File: src/rtl/bcd_pkg.sv
// Shared types and constants for BCD digit-entry blocks.
package bcd_pkg;

    typedef logic [3:0] bcd_digit_t;

    localparam bcd_digit_t  BCD_MAX   = 4'd9;
    localparam logic [13:0] MAX_VALUE = 14'd9999;

    typedef enum logic [1:0] {IDLE, CONVERT, DONE} state_t;

endpackage

File: src/rtl/bcd_to_binary_if.sv
// Start/busy/done handshake bundle between a digit source and the BCD converter.
interface bcd_to_binary_if
    import bcd_pkg::*;
#(
    parameter int NUM_DIGITS  = 4,
    parameter int VALUE_WIDTH = 14
);

    logic                              start;
    bcd_digit_t [NUM_DIGITS-1:0]       digits_in;
    logic                              busy;
    logic                              done;
    logic       [VALUE_WIDTH-1:0]      value;
    logic                              digit_error;

    modport master (
        output start, digits_in,
        input  busy, done, value, digit_error
    );

    modport slave (
        input  start, digits_in,
        output busy, done, value, digit_error
    );

endinterface

File: src/rtl/mul10_add.sv
// One step of decimal accumulation: acc*10 + digit, with a non-decimal digit flag.
module mul10_add
    import bcd_pkg::*;
#(
    parameter int VALUE_WIDTH = 14
) (
    input  logic [VALUE_WIDTH-1:0] acc,
    input  bcd_digit_t             digit,
    output logic [VALUE_WIDTH-1:0] sum,
    output logic                   bad
);

    localparam int W = VALUE_WIDTH + 4;

    // acc*10 as (acc<<3)+(acc<<1); only the error path can exceed VALUE_WIDTH
    assign sum = VALUE_WIDTH'((W'(acc) << 3) + (W'(acc) << 1) + W'(digit));
    assign bad = (digit > BCD_MAX);

endmodule

File: src/rtl/bcd_to_binary.sv
// Iterative BCD-to-binary converter, most significant digit first, fixed latency.
module bcd_to_binary
    import bcd_pkg::*;
#(
    parameter int NUM_DIGITS  = 4,
    parameter int VALUE_WIDTH = 14
) (
    input  logic           clk,
    input  logic           reset_n,
    bcd_to_binary_if.slave bus
);

    localparam int               IDX_W    = (NUM_DIGITS > 1) ? $clog2(NUM_DIGITS) : 1;
    localparam logic [IDX_W-1:0] IDX_LAST = IDX_W'(NUM_DIGITS - 1);

    state_t                      state, state_next;
    bcd_digit_t [NUM_DIGITS-1:0] digit_q;
    logic       [VALUE_WIDTH-1:0] acc, acc_next, value_q;
    logic       [IDX_W-1:0]      idx;
    logic                        err_seen, err_seen_next, digit_bad;
    logic                        digit_error_q;
    logic                        accept, last;

    mul10_add #(.VALUE_WIDTH(VALUE_WIDTH)) u_mul10_add (
        .acc   (acc),
        .digit (digit_q[idx]),
        .sum   (acc_next),
        .bad   (digit_bad)
    );

    assign err_seen_next = err_seen | digit_bad;
    // DONE accepts a new start like IDLE, giving back-to-back conversions
    assign accept        = bus.start && (state != CONVERT);
    assign last          = (idx == '0);

    always_ff @(posedge clk) begin
        if (!reset_n) state <= IDLE;
        else          state <= state_next;
    end

    always_comb begin
        state_next = state;
        case (state)
            IDLE:    if (accept) state_next = CONVERT;
            CONVERT: if (last)   state_next = DONE;
            DONE:    state_next = accept ? CONVERT : IDLE;
            default: state_next = IDLE;
        endcase
    end

    always_ff @(posedge clk) begin
        if (!reset_n) begin
            digit_q       <= '0;
            acc           <= '0;
            idx           <= '0;
            err_seen      <= 1'b0;
            value_q       <= '0;
            digit_error_q <= 1'b0;
        end else if (accept) begin
            digit_q  <= bus.digits_in;
            acc      <= '0;
            idx      <= IDX_LAST;
            err_seen <= 1'b0;
        end else if (state == CONVERT) begin
            acc      <= acc_next;
            err_seen <= err_seen_next;
            idx      <= idx - IDX_W'(1);
            if (last) begin
                value_q       <= err_seen_next ? '0 : acc_next;
                digit_error_q <= err_seen_next;
            end
        end
    end

    assign bus.busy        = (state == CONVERT);
    assign bus.done        = (state == DONE);
    assign bus.value       = value_q;
    assign bus.digit_error = digit_error_q;

endmodule

File: src/flat_wrapper.sv
// flat-port wrapper written by rule: the top's interface ports become plain ports
module bcd_to_binary_flat import bcd_pkg::*;
#(
    parameter int NUM_DIGITS  = 4,
    parameter int VALUE_WIDTH = 14
)
  (clk, reset_n, bus_start, bus_digits_in, bus_busy, bus_done, bus_value, bus_digit_error);
  bcd_to_binary_if #(.NUM_DIGITS(NUM_DIGITS), .VALUE_WIDTH(VALUE_WIDTH)) bus_i ();
  input  logic clk;
  input  logic reset_n;
  input wire logic [$bits(bus_i.start)-1:0] bus_start;
  input wire logic [$bits(bus_i.digits_in)-1:0] bus_digits_in;
  output wire logic [$bits(bus_i.busy)-1:0] bus_busy;
  output wire logic [$bits(bus_i.done)-1:0] bus_done;
  output wire logic [$bits(bus_i.value)-1:0] bus_value;
  output wire logic [$bits(bus_i.digit_error)-1:0] bus_digit_error;
  assign bus_i.start = bus_start;
  assign bus_i.digits_in = bus_digits_in;
  assign bus_busy = bus_i.busy;
  assign bus_done = bus_i.done;
  assign bus_value = bus_i.value;
  assign bus_digit_error = bus_i.digit_error;
  bcd_to_binary #(.NUM_DIGITS(NUM_DIGITS), .VALUE_WIDTH(VALUE_WIDTH)) u_core (.clk(clk), .reset_n(reset_n), .bus(bus_i));
endmodule
File: config.mk
export PLATFORM = sky130hd
export DESIGN_NAME = bcd_to_binary_flat
export DESIGN_NICKNAME = d
export VERILOG_FILES = /design/src/rtl/bcd_pkg.sv /design/src/rtl/bcd_to_binary_if.sv /design/src/rtl/mul10_add.sv /design/src/rtl/bcd_to_binary.sv /design/src/flat_wrapper.sv
export SDC_FILE = /design/constraint.sdc
export NUM_CORES = 1
export LEC_CHECK = 0
export CAP_MARGIN = 20
export CORE_UTILIZATION = 40
export DETAILED_ROUTE_END_ITERATION = 10
export HOLD_SLACK_MARGIN = 0.15
export SYNTH_ARGS = -nofsm -noshare
export SYNTH_HDL_FRONTEND = slang
export SYNTH_SLANG_ARGS = --single-unit
File: constraint.sdc
create_clock -name clk -period 3.75 [get_ports clk]
set_clock_uncertainty 0.2 [all_clocks]
set_input_delay 0.75 -clock clk [delete_from_list [all_inputs] [get_ports clk]]
set_output_delay 0.75 -clock clk [all_outputs]
set_load 0.02 [all_outputs]
==> results of run 1 <==
metal layers:
| metal | vias up | share of wire | GRT usage | routed length [µm] |
|---|---|---|---|---|
| met5 | - | 0 | 0 | 0 |
| met4 | 0 | 0.025 | 0.07857 | 135 |
| met3 | 14 | 0.040 | 0.03222 | 219 |
| met2 | 42 | 0.44 | 0.2817 | 2376 |
| met1 | 918 | 0.50 | 0.2397 | 2711 |
| li1 | 1059 | - | - | - |
registers in the layout (all words and copies together) (netlist names):
| signal | count |
|---|---|
| u_core.state | 2 |
| u_core.idx | 2 |
| u_core.acc | 13 |
| u_core.bus.value | 14 |
| u_core.digit_q | 16 |
| u_core.bus.digit_error | 1 |
| u_core.err_seen | 1 |
cell type report:
cell class | count | area, µm² | area share
clock buffer | 5 | 68.82 | 0.02269
clock inverter | 3 | 21.27 | 0.007013
inverter | 14 | 57.56 | 0.01898
multi-input combinational | 206 | 1423 | 0.4691
sequential | 49 | 980.9 | 0.3234
tap | 75 | 93.84 | 0.03094
timing repair buffer | 40 | 387.9 | 0.1279
kinds of logic after synthesis:
group	after synthesis	synth area share
adders and majority gates	25	0.1296
xor gates and xnor gates	9	0.03116
DFF	49	0.3877
buffers and inverters	26	0.04995
muxes	6	0.04698
AOI/OAI and AO/OA	79	0.2052
and+or+nand+nor	87	0.1494
cell usage after synthesis, drive strengths merged:
library cell,count
nand2,61
dfxtp,49
a21oi,35
ha,23
inv,14
clkbuf,10
a22o,9
nor2,9
o21ai,9
a211oi,7
xnor2,7
a21o,6
mux4,4
nand2b,4
nor3,4
a32o,2
and2,2
and3,2
buf,2
fa,2
nor2b,2
o211ai,2
o21a,2
o22ai,2
xor2,2
a311oi,1
a31o,1
and4b,1
mux2,1
mux2i,1
nor3b,1
o21bai,1
o31a,1
o31ai,1
or4b,1
stage by stage:
| stage | hold WS, ns | cell area (µm²) |
|---|---|---|
| after floorplan | 0.2295 | 2530 |
| after global placement | 0.2365 | 2943 |
| after detailed placement | 0.2416 | 2943 |
| after CTS | 0.2584 | 3033 |
| after global routing | 0.2755 | 3033 |
| final | 0.2545 | 3033 |
power by group through the flow:
stage	Clock, mW	Sequential [mW]	Combinational (mW)
3_5_place_dp	0	0.566	0.153
3_3_place_gp	0	0.565	0.152
4_1_cts	0.333	0.554	0.153
5_1_grt	0.352	0.556	0.168
6_report	0.320	0.553	0.152
2_1_floorplan	0	0.564	0.0975
worst reg2reg max path: stages, from the launching register on:
cell,delay (ns)
dfxtp_1,0.39
mux4_1,0.59
inv_1,0.09
fa_1,0.45
fa_1,0.47
nand2b_1,0.17
a21oi_1,0.20
o21ai_1,0.11
mux2_1,0.32
a211oi_1,0.30
a32o_1,0.20
worst max path at each step:
stage	startpoint	to	slack, ns	cells past startpoint
floorplan	u_core.idx[0]	u_core.acc[10]	0.35	11
global placement	u_core.idx[0]	u_core.acc[10]	0.30	10
detailed placement	u_core.idx[0]	u_core.acc[10]	0.23	10
CTS	u_core.idx[0]	u_core.acc[10]	0.21	10
global route	u_core.idx[0]	u_core.acc[10]	0.01	10
finish	u_core.idx[0]	u_core.acc[10]	0.21	10
==> flow_summary.ini, run 1 <==
[clock_tree]
cts_buffer_depth = 2
cts_buffers = 5
clk_pin_slew_ns = 0.10
cts-root-buf = clkbuf_8
cts_hold_buffers = 0
cts_tree = done
postCtsSetupRepairBufs = 0
clk_latency_ns = 0.31
cts_sinks = 49
cts_resized = 0
htreeDepth = 2

[detailed_routing]
viasPerCell = 5.186
via_count = 2033
dr.pass1.iters = 4
ant_nets = 0
post-route-drc-count = 0
wl_per_cell_um = 13.88
postRouteWirelength_mm = 5.442
drt-initial-drc-count = 104

[timing]
finalHoldViolCount = 0
postLayoutSetupSlackWorst_ns = 0.2142
maxSlewViolCount = 0
slew_headroom = 0.5809
max_freq_ghz = 0.2828
max_slew.worst_pin.slew_ns = 0.6279
rsz0062_at_grt = false
fin_crit_ns = 3.536
tns_ns = 0
finalSetupViolCount = 0
post-route-period-util = 0.9429

[worst_setup_path]
cp_cell_sequence = mux4_1 > inv_1 > fa_1 > fa_1 > nand2b_1 > a21oi_1 > o21ai_1 > mux2_1 > a211oi_1 > a32o_1
timing.critical_path.buf_inv = 1
end_kind = register
r2r-end = u_core.acc[10]
critPathArrivalTime_ns = 3.59
cp_slowest_stage_delay_ns = 0.59
path_common_cell = fa_1
r2r-start = u_core.idx[0]
startpoint_type = register
worstPathMaxFanout = 3
critPathKind = register to register
worstPathRequired_ns = 3.81
reg2reg_setup_slack_ns = 0.21
reg2reg_depth = 10
cp_slowest_cell = mux4_1
crit_family = adder cells

[synth]
syn-num-nets = 325
netlist_area_um2 = 2530
ys_warn_count = 0
syn_inst = 281
avgSynthCellArea_um2 = 9.003
yosysSeqAreaShare = 0.3877
yosysTopAreaCellShare = 0.3877
synth_top_area_cell = dfxtp_1
yosys-top-cells-area = dfxtp_1, ha_1, nand2_1
ys_ff_latch = 49
synth_cell_type_count = 43

[place]
routabilityCongestion = 0.8069
hpwl_mm = 4.005
dp_slack_ns = 0.2284
placedCellCount = 384
io_buffer_count = 35

[finish]
area_growth_pct = 19.88
fin_cells = 392
drive_gt1_frac = 0.07571
antenna_cells = 0
layout.nets = 360
final_core_util = 0.5033
layout_common_cells = nand2_1, dfxtp_1, a21oi_1, clkdlybuf4s50_1, ha_1
fill_cells = 608
layout.cells.most_common = nand2_1

[die]
row_count = 28
die_h_um = 81.53
pin_count = 36
core_area_um2 = 6026
dieArea_um2 = 6647
start_util = 0.4199
die_x_um = 81.53

[global_routing]
grt_pass1_vias = 1907
grtUsageTotal = 0.1795
grt_overflow = 0
grt_pass1_wl_mm = 8.976
antenna_found_initial = 0
grt_start_max_net_pins = 26

[pwr]
seqPwrFrac = 0.540
ir_worst_vdd_uv = 185.1
leakagePower_nw = 1.302
p_per_area_nw_per_um2 = 337.8
pwr-share-clk = 0.312
intPower_mw = 0.7406
finalPower_mw = 1.025
switchingPower_mw = 0.2841
switching_share = 0.2772
power_frac_comb = 0.148

[job]
maxCapViolCount = 0

[hold_path]
min-delay-start = u_core.digit_q[13]
worstHoldPathType = register to register
worstHoldPathCells = 2
min_to = u_core.digit_q[13]

[status]
outcome = complete, no violations
No activity file was read; power rests on OpenSTA's default activity.
==> run 2: changes to the inputs <==
--- a/config.mk
+++ b/config.mk
@@ -6,7 +6,7 @@
 export NUM_CORES = 1
 export LEC_CHECK = 0
 export CAP_MARGIN = 20
-export CORE_UTILIZATION = 40
+export CORE_UTILIZATION = 25
 export DETAILED_ROUTE_END_ITERATION = 10
 export HOLD_SLACK_MARGIN = 0.15
 export SYNTH_ARGS = -nofsm -noshare
==> flow_summary.ini, run 2 (synthesized netlist as in run 1, its figures left out) <==
[die]
row_count = 36
pin_count = 36
die_h_um = 102.6
dieArea_um2 = 10530
start_util = 0.2588
die_x_um = 102.6
core_area_um2 = 9774

[global_routing]
grt_overflow = 0
met3_usage = 0.02305
grt.busiest_layer = met2
antenna_found_initial = 0
grt_pass1_vias = 1995
grt_pass1_wl_mm = 9.094
grtUsageTotal = 0.1106
grt_start_max_net_pins = 26
grt_use_met2 = 0.1923
use_met1 = 0.1418

[finish]
area_growth_pct = 22.16
largest_reg_flops = 16
fin_cells = 447
antenna_cells = 0
layout_common_cells = nand2_1, dfxtp_1, a21oi_1, clkdlybuf4s50_1, ha_1
fill_cells = 1055
stdcell_area_um2 = 3090
drive_gt1_frac = 0.06688
layout.nets = 358
final_core_util = 0.3162
layout.cells.most_common = nand2_1
largest-register = u_core.digit_q

[place]
hpwl_mm = 4.161
placedCellCount = 440
io_buffer_count = 35
routabilityCongestion = 0.8516
dpl-instance-area_um2 = 3000

[timing]
fin_crit_ns = 3.518
hold_slack_ns = 0.2570
rsz0062_at_grt = false
max_freq_ghz = 0.2843
finalSetupViolCount = 0
finalHoldViolCount = 0
tns_ns = 0
post-route-period-util = 0.9380
maxSlewViolCount = 0
slew_headroom = 0.3762
max_slew.worst_pin.slew_ns = 0.9323

[clock_tree]
cts_hold_buffers = 0
cts-root-buf = clkbuf_8
cts_tree = done
clk_latency_ns = 0.30
cts_buffers = 5
cts_sinks = 49
clk_pin_slew_ns = 0.09
htreeDepth = 2
cts_resized = 0
cts_buffer_depth = 2
postCtsSetupRepairBufs = 0

[worst_setup_path]
critPathArrivalTime_ns = 3.57
worstPathMaxFanout = 3
end_kind = register
critPathKind = register to register
worstPathRequired_ns = 3.80
startpoint_type = register

[pwr]
p_per_area_nw_per_um2 = 330.1
ir_worst_vdd_uv = 116.9
leakagePower_nw = 1.291

[detailed_routing]
viasPerCell = 4.588
dr.pass1.iters = 4
wl_per_cell_um = 12.25
post-route-drc-count = 0
drt-initial-drc-count = 77
ant_nets = 0
postRouteWirelength_mm = 5.476
via_count = 2051

[status]
outcome = complete, no violations

[job]
maxCapViolCount = 0

[hold_path]
worstHoldPathType = register to register
[run 2: cell types whose count changed in the layout (fill, tap and decap cells not counted)]
cell,delta
buf_4,-2
clkbuf_8,+1
clkinv_2,-1
inv_6,-1
[run 2: worst paths after layout]
kind              slack [ns]         startpoint           endpoint  cells after the start
setup / recovery        0.23      u_core.idx[0]     u_core.acc[10]                     10
setup reg to reg        0.23      u_core.idx[0]     u_core.acc[10]                     10
hold reg to reg         0.26  u_core.digit_q[0]  u_core.digit_q[0]                      2
hold / removal          0.26  u_core.digit_q[0]  u_core.digit_q[0]                      2
[run 2: metrics by stage]
step / setup slack [ns] / power, mW
finish: 0.2325 / 1.020
global route: 0.06120 / 1.071
CTS: 0.2066 / 1.038
detailed placement: 0.2417 / 0.7158
global placement: 0.2735 / 0.7131
floorplan: 0.3537 / 0.6611
[run 2: area by class of cell]
class	count	area (µm²)	area share
repair buffers	38	372.9	0.1206
clock buffers	6	82.58	0.02672
inverters	14	57.56	0.01862
multi-input cells	206	1423	0.4603
well taps	133	166.4	0.05385
clock inverters	1	7.507	0.002429
flip-flops and latches	49	980.9	0.3174
[run 2: critical path, stage by stage (launching register included)]
cell and delay (ns):
dfxtp_1 0.39, mux4_1 0.59, inv_1 0.09, fa_1 0.45, fa_1 0.47, nand2b_1 0.18
a21oi_1 0.19, o21ai_1 0.11, mux2_1 0.32, a211oi_1 0.29, a32o_1 0.20
[run 2: where the power goes]
group          leakage, nW  internal, mW  switching (mW)
registers            0.399         0.540          0.0131
clock network       0.0433         0.146           0.173
logic                0.849        0.0656          0.0824
[run 2: metal layers]
metal	wire, µm	part of all wire
met5	0	0
met4	27	0.0049
met3	184	0.034
met2	2549	0.47
met1	2714	0.50
